`config.mk`:
```
export PLATFORM = sky130hd
export DESIGN_NAME = mux16_scan_ctrl
export DESIGN_NICKNAME = d
export VERILOG_FILES = /design/src/rtl/mux16_scan_ctrl.sv
export SDC_FILE = /design/constraint.sdc
export NUM_CORES = 1
export LEC_CHECK = 0
export BUFFER_PORTS_ARGS = -buffer_cell sky130_fd_sc_hd__buf_2
export CAP_MARGIN = 5
export CORE_MARGIN = 8
export CORE_UTILIZATION = 50
export DETAILED_ROUTE_END_ITERATION = 8
export GPL_TIMING_DRIVEN = 0
export PLACE_DENSITY_LB_ADDON = 0.15
export SYNTH_ARGS = -nofsm -noshare
export SYNTH_HDL_FRONTEND = slang
export SYNTH_SLANG_ARGS = --single-unit
```
`constraint.sdc`:
```
create_clock -name clk -period 1.89 [get_ports clk]
set_input_delay 0.378 -clock clk [delete_from_list [all_inputs] [get_ports clk]]
set_output_delay 0.378 -clock clk [all_outputs]
set_load 0.005 [all_outputs]
```
`src/rtl/mux16_scan_ctrl.sv`:
```
// Scan controller for a 16:1 mux: steps the select lines, samples the mux output
// after a settle delay, and presents the assembled word over valid/ready.
module mux16_scan_ctrl #(
  parameter int unsigned SETTLE = 1
) (
  input  logic        clk,
  input  logic        rst_n,
  input  logic        start,
  input  logic        single,
  input  logic [3:0]  chan,
  output logic [3:0]  sel,
  input  logic        mux_out,
  output logic [15:0] data,
  output logic        valid,
  input  logic        ready,
  output logic        busy,
  output logic        overrun
);

  localparam int unsigned CNT_W  = 4;
  localparam int unsigned CH_W   = 4;
  localparam int unsigned DATA_W = 16;

  localparam logic [CNT_W-1:0] SETTLE_LD  = CNT_W'(SETTLE);
  localparam bit               HAS_SETTLE = (SETTLE != 0);

  typedef enum logic [1:0] {
    ST_IDLE   = 2'd0,
    ST_SETTLE = 2'd1,
    ST_SAMPLE = 2'd2,
    ST_HOLD   = 2'd3
  } state_t;

  state_t              state_q, state_d;
  logic [CH_W-1:0]     sel_q, sel_d;
  logic [DATA_W-1:0]   data_q, data_d;
  logic [CNT_W-1:0]    cnt_q, cnt_d;
  logic                single_q, single_d;
  logic                overrun_q, overrun_d;
  logic                valid_q, valid_d;
  logic                busy_q, busy_d;

  // Next-state, datapath and registered-output decode
  always_comb begin
    state_d   = state_q;
    sel_d     = sel_q;
    data_d    = data_q;
    cnt_d     = cnt_q;
    single_d  = single_q;
    overrun_d = overrun_q;

    if (start && (state_q != ST_IDLE)) begin
      overrun_d = 1'b1;
    end

    case (state_q)
      ST_IDLE: begin
        if (start) begin
          data_d    = '0;
          overrun_d = 1'b0;
          sel_d     = single ? chan : '0;
          single_d  = single;
          cnt_d     = SETTLE_LD;
          state_d   = HAS_SETTLE ? ST_SETTLE : ST_SAMPLE;
        end
      end
      ST_SETTLE: begin
        cnt_d = cnt_q - CNT_W'(1);
        if (cnt_q <= CNT_W'(1)) begin
          state_d = ST_SAMPLE;
        end
      end
      ST_SAMPLE: begin
        data_d[sel_q] = mux_out;
        if (single_q || (sel_q == {CH_W{1'b1}})) begin
          state_d = ST_HOLD;
        end else begin
          sel_d   = sel_q + CH_W'(1);
          cnt_d   = SETTLE_LD;
          state_d = HAS_SETTLE ? ST_SETTLE : ST_SAMPLE;
        end
      end
      ST_HOLD: begin
        if (ready) begin
          state_d = ST_IDLE;
        end
      end
      default: state_d = ST_IDLE;
    endcase

    valid_d = (state_d == ST_HOLD);
    busy_d  = (state_d == ST_SETTLE) || (state_d == ST_SAMPLE);
  end

  always_ff @(posedge clk or negedge rst_n) begin
    if (!rst_n) begin
      state_q   <= ST_IDLE;
      sel_q     <= '0;
      data_q    <= '0;
      cnt_q     <= '0;
      single_q  <= 1'b0;
      overrun_q <= 1'b0;
      valid_q   <= 1'b0;
      busy_q    <= 1'b0;
    end else begin
      state_q   <= state_d;
      sel_q     <= sel_d;
      data_q    <= data_d;
      cnt_q     <= cnt_d;
      single_q  <= single_d;
      overrun_q <= overrun_d;
      valid_q   <= valid_d;
      busy_q    <= busy_d;
    end
  end

  assign sel     = sel_q;
  assign data    = data_q;
  assign valid   = valid_q;
  assign busy    = busy_q;
  assign overrun = overrun_q;

endmodule

```
== After elaboration in Yosys (flattened, before gate mapping) ==
Cells that the tools add are included.

* Bits in registers: 30
* Output and inout port bits: 23
* Logic and storage cells: 54
* Bits of input ports: 10

* Reduce and logical (&&, ||, !) cells: 12
* Muxes and demuxes: 20
* $add $sub $neg: 2
* Eq/ne operators: 9
* $lt $le $gt $ge: 3

{| class="wikitable"
|+ Operator list
! operator !! count
|-
| 16-bit case mux with 2 select lines || 1
|-
| 4-bit two-way mux || 5
|-
| 16-bit bitwise mux || 1
|-
| 16-bit two-way mux || 1
|-
| 4-bit case mux with 3 select lines || 1
|-
| 2-bit equality test (second input constant) || 4
|-
| 2-bit two-way mux || 4
|-
| 2-bit case mux with 4 select lines || 1
|-
| 4-bit case mux with 2 select lines || 1
|-
| 3-bit AND reduction || 2
|-
| 4-bit by 5-bit < comparator with 1-bit output (second input constant) || 1
|-
| 4-bit by 1-bit adder with 4-bit output (second input constant) || 1
|-
| 1-bit demux with 4-bit select || 1
|-
| 2-bit by 1-bit equality test with 1-bit output (second input constant) || 2
|-
| 4-bit equality test (second input constant) || 1
|-
| 4-bit by 1-bit greater-or-equal comparator with 1-bit output (second input constant) || 1
|-
| 4-bit by 1-bit <= comparator with 1-bit output (second input constant) || 1
|-
| 1-bit two-way mux || 4
|-
| 2-bit != test (second input constant) || 2
|-
| 2-bit AND reduction || 2
|-
| 2-bit nonzero test || 2
|-
| 4-bit by 1-bit subtractor with 4-bit output (second input constant) || 1
|-
| 3-bit nonzero test || 1
|-
| 1-bit logical AND || 2
|-
| other kinds (2) || 3
|}

== Logic depth before layout (Yosys ltp) ==
* Depth after elaboration: 6
* Mapped depth: 6
* Gate-level depth less buffers: 6

== Worst setup path after synthesis ==
OpenSTA, ideal clock, no wires.

* Path type: flip-flop to flip-flop
* From: reg cnt_q[0]
* To: reg busy_q, in the netlist busy
* Cell stages (with the launch flop): 7
* Path slack: 241 ps
* Setup time: 126 ps
* Required time: 1764 ps
* Data arrival time: 1523 ps
* Path buffers: 0
* Clock period less this slack: 1649 ps
* Cell sequence: dfrtp_1 > inv_1 > ha_1 > nor2_1 > or4_1 > a31oi_1 > ha_1

* Longest elaborated chain between the ends: 5
* Elaborated cells on any way between the ends: 6
* Classes of those cells: order compare (1); eq/ne (2); mux (2); reduce/logical (1)

{| class="wikitable"
|+ RTL lines
! element !! line !! RTL
|-
| start: declaration || 37 || <nowiki>logic [CNT_W-1:0] cnt_q, cnt_d;</nowiki>
|-
| start signal: assignment || 109 || <nowiki>cnt_q <= cnt_d;</nowiki>
|-
| 4-bit by 1-bit <= comparator with 1-bit output * || 69 || <nowiki>if (cnt_q <= CNT_W'(1)) begin</nowiki>
|-
| 2-bit two-way mux * || 69 ||
|-
| 2-bit case mux with 4 select lines * || 56 || <nowiki>case (state_q)</nowiki>
|-
| 2-bit by 1-bit equality test with 1-bit output / 2-bit equality test (equally long branches) || 92 || <nowiki>busy_d = (state_d == ST_SETTLE) || (state_d == ST_SAMPLE);</nowiki>
|-
| 1-bit logical OR * || 92 ||
|-
| via busy_d || 41 || <nowiki>logic busy_q, busy_d;</nowiki>
|-
| end signal: assignment || 113 || <nowiki>busy_q <= busy_d;</nowiki>
|-
| end: declaration || 41 ||
|}

Mark *: on every way through the listed nets, which the timed path passes. The rest lies on a longest branch.
A chain may end at the register's enable or synchronous reset.

== Final worst setup path ==
* From: reg sel_q[1], in the netlist sel[1]
* To: reg busy_q, in the netlist busy

* Longest elaborated chain between the ends: 6
* Elaborated cells on any way between the ends: 7
* Classes of those cells: eq/ne (3); mux (2); reduce/logical (2)

{| class="wikitable"
|+ RTL lines
! element !! line !! RTL
|-
| start: declaration || 35 || <nowiki>logic [CH_W-1:0] sel_q, sel_d;</nowiki>
|-
| start signal: assignment || 107 || <nowiki>sel_q <= sel_d;</nowiki>
|-
| 4-bit equality test * || 75 || <nowiki>if (single_q || (sel_q == {CH_W{1'b1}})) begin</nowiki>
|-
| 1-bit logical OR * || 75 ||
|-
| 2-bit two-way mux * || 75 ||
|-
| 2-bit case mux with 4 select lines * || 56 ||
|-
| 2-bit by 1-bit equality test with 1-bit output / 2-bit equality test (equally long branches) || 92 ||
|-
| 1-bit logical OR * || 92 ||
|-
| via busy_d || 41 ||
|}

Marked as above.

==> flow_summary.toml <==
[outcome]
status = "finished clean"

[layout]
drive_gt1_frac = 0.252
num-nets-final = 227
final_common_cell = "buf_2"
final_cell_mix = "buf_2 (36), dfrtp_1 (29), nand2_1 (27)"
multi_input_area_sq_um = 828
antenna_cells = 0
register_area_sq_um = 752
n_fill_cell = 303
area_growth_pct = 16.0

[cts]
cts_made_buffers = 5
clkLatencyLatePin_ns = 0.32
cts_hold_buf = 0
cts.htree.levels = 2
clock-sinks = 30
tritoncts = "built"
clockBufferDepth = 2
clkTransAtPathRegs_ns = 0.09
root_buffer = "clkbuf_4"

[floorplan]
num_rows = 21
fp.dieArea_sq_mm = 0.00547
fp.dieH_um = 74.0
core_sq_mm = 0.00328
start_util = 0.512
die_x_um = 74.0
num_io_pins = 33

[worst_setup_path]
crit_chain = "ha_1, buf_2, a31o_2, a21oi_1, a31oi_1, ha_1"
crit_family = "compound AO/OA/AOI/OAI gates"
required_ns = 2.10
ff2ff_path_depth = 6
critPathMaxFanout = 10
cp_num_buf_inv = 1
end_kind = "flip-flop"
crit_top_cell = "ha_1"
critical-path-max-stage-delay_ns = 0.46
critPathKind = "flip-flop to flip-flop"
crit_cells = 6
cp-start-kind = "flip-flop"
rrSetupSlack_ns = 0.11
slowest_stage = "dfrtp_1"
arrival_ns = 1.99

[synth]
synth-main-ff-cell = "dfrtp_1"
synth_seq_cells = 30
syn-instance-count = 171
ys_async_sr_fraction = 1.00
synth_warnings = 0
synth_edf_count = 0
syn_area_sq_mm = 0.00168
seq_area_frac_synth = 0.447
yosys.cell_types.count = 41
synth_fp_nets = 188
syn_avg_cell_area_sq_um = 9.83

[timing]
fmax_ghz = 0.562
fin_skew_ns = 0.00404
maxSlewViolCount = 0
setup_tns_ns = 0
fin_hold_ws_ns = 0.0896
rsz0062_at_grt = "false"
hold_viol = 0
tightest_slew_ns = 0.684
max_slew_margin = 0.544
finalSetupViolCount = 0
finalCritPeriodShare = 0.942
min_period_ns = 1.78

[detailed_routing]
via_count = 1515
viasPerCell = 5.92
wl_per_cell_um = 16.1
drc = 0
drt-initial-drc-count = 210
antenna_left = 0
totalWireLength_um = 4130
drtPass1Iterations = 4

[pwr]
p_leak_nw = 0.955
power.ir.vdd_worst_mv = 0.743
powerDensity_mw_per_mm2 = 1500

[placed_design]
hpwl_um = 3120
gp_congestion = 0.894
io_buffers = 31

[grt]
grt_max_degree = 31
grt_pass1_vias = 1490
grt_usage = 0.159
antenna_found_initial = 0
grt_pass1_wl_um = 6690
overflow = 0

[job]
cap_violations = 0

[hold_path]
hold_path_class = "input port to asynchronous set/reset pin"
## cells by family (layout without fill, tap and decap cells)
group                      count (synthesis)  after routing  share of synthesized area
xor gates and xnor gates                   1              1                    0.00521
AOI/OAI and AO/OA                         38             38                      0.168
DFF                                       30             30                      0.447
buffers and inverters                     18             57                     0.0618
adders and majority gates                  7              7                     0.0521
muxes                                      1              1                    0.00596
and+or+nand+nor                           76             76                      0.260
## metrics by stage
step	utilization	instance area [sq um]	std cells	setup WS (ns)	power [mW]
after floorplan	-	1680	171	0.241	2.10
after global placement	0.576	1890	248	0.145	2.52
after detailed placement	0.576	1890	248	0.107	2.59
after CTS	0.590	1940	255	0.0941	2.94
after global routing	0.594	1950	256	0.0219	3.20
final	0.594	1950	256	0.110	2.93
## sequential cells by signal, indices dropped and copies added (netlist names), named ones only
name,cells
valid,1
busy,1
sel,4
cnt_q,4
data,16
single_q,1
state_q,2
## worst register-to-register path: cells and delay by family (launching register included)
family | cells | cell delay [ns]
adder cells (fa/ha/maj) | 2 | 0.48
flip-flops | 1 | 0.46
buffers and inverters | 1 | 0.18
AO/OA/AOI/OAI | 3 | 0.55
## power breakdown
part,switching [mW],leakage (nW),internal [mW]
combinational,0.844,0.542,0.629
clock,0.201,0.0254,0.140
sequential,0.235,0.388,0.883
## per-layer routing
layer / part of all wire / GRT usage / up-vias / wire length (um)
li1: - / - / 719 / -
met1: 0.39 / 0.176 / 720 / 1620
met2: 0.51 / 0.273 / 67 / 2100
met3: 0.080 / 0.0458 / 9 / 331
met4: 0.021 / 0.0710 / 0 / 86
met5: 0 / 0 / - / 0
## Yosys cell counts (3+ instances only)
| library cell | n | area [sq um] |
|---|---|---|
| nand3_1 | 4 | 20.0 |
| nor2_1 | 6 | 22.5 |
| nor2b_1 | 3 | 18.8 |
| nand2b_1 | 3 | 18.8 |
| dfrtp_1 | 30 | 751 |
| nand3b_1 | 5 | 37.5 |
| nand2_1 | 27 | 101 |
| o211ai_1 | 15 | 113 |
| clkbuf_1 | 4 | 15.0 |
| nand4_1 | 16 | 100 |
| ha_1 | 7 | 87.6 |
| o311ai_0 | 4 | 35.0 |
| a21oi_1 | 5 | 25.0 |
| inv_1 | 5 | 18.8 |
| buf_2 | 5 | 25.0 |
## final cells by class
cell class	count	area share
multi-input combinational	123	0.425
sequential	30	0.386
timing repair buffer	32	0.0834
buffer	13	0.0436
tap	46	0.0295
clock buffer	7	0.0231
inverter	5	0.00963
## what timing repair did
action | in CTS | in global routing
setup endpoints to repair | 0 | 1
buffers inserted | 0 | 1
resized for setup | 0 | 2
## worst paths after layout
path,endpoint,start
setup / recovery,busy,sel[1]
min in group clk,single_q,single
setup reg to reg,busy,sel[1]
hold / removal,sel[0],rst_n
hold reg to reg,flip-flop,flip-flop
max in group asynchronous,cnt_q[0],rst_n
No activity file was read; power rests on OpenSTA's default activity.
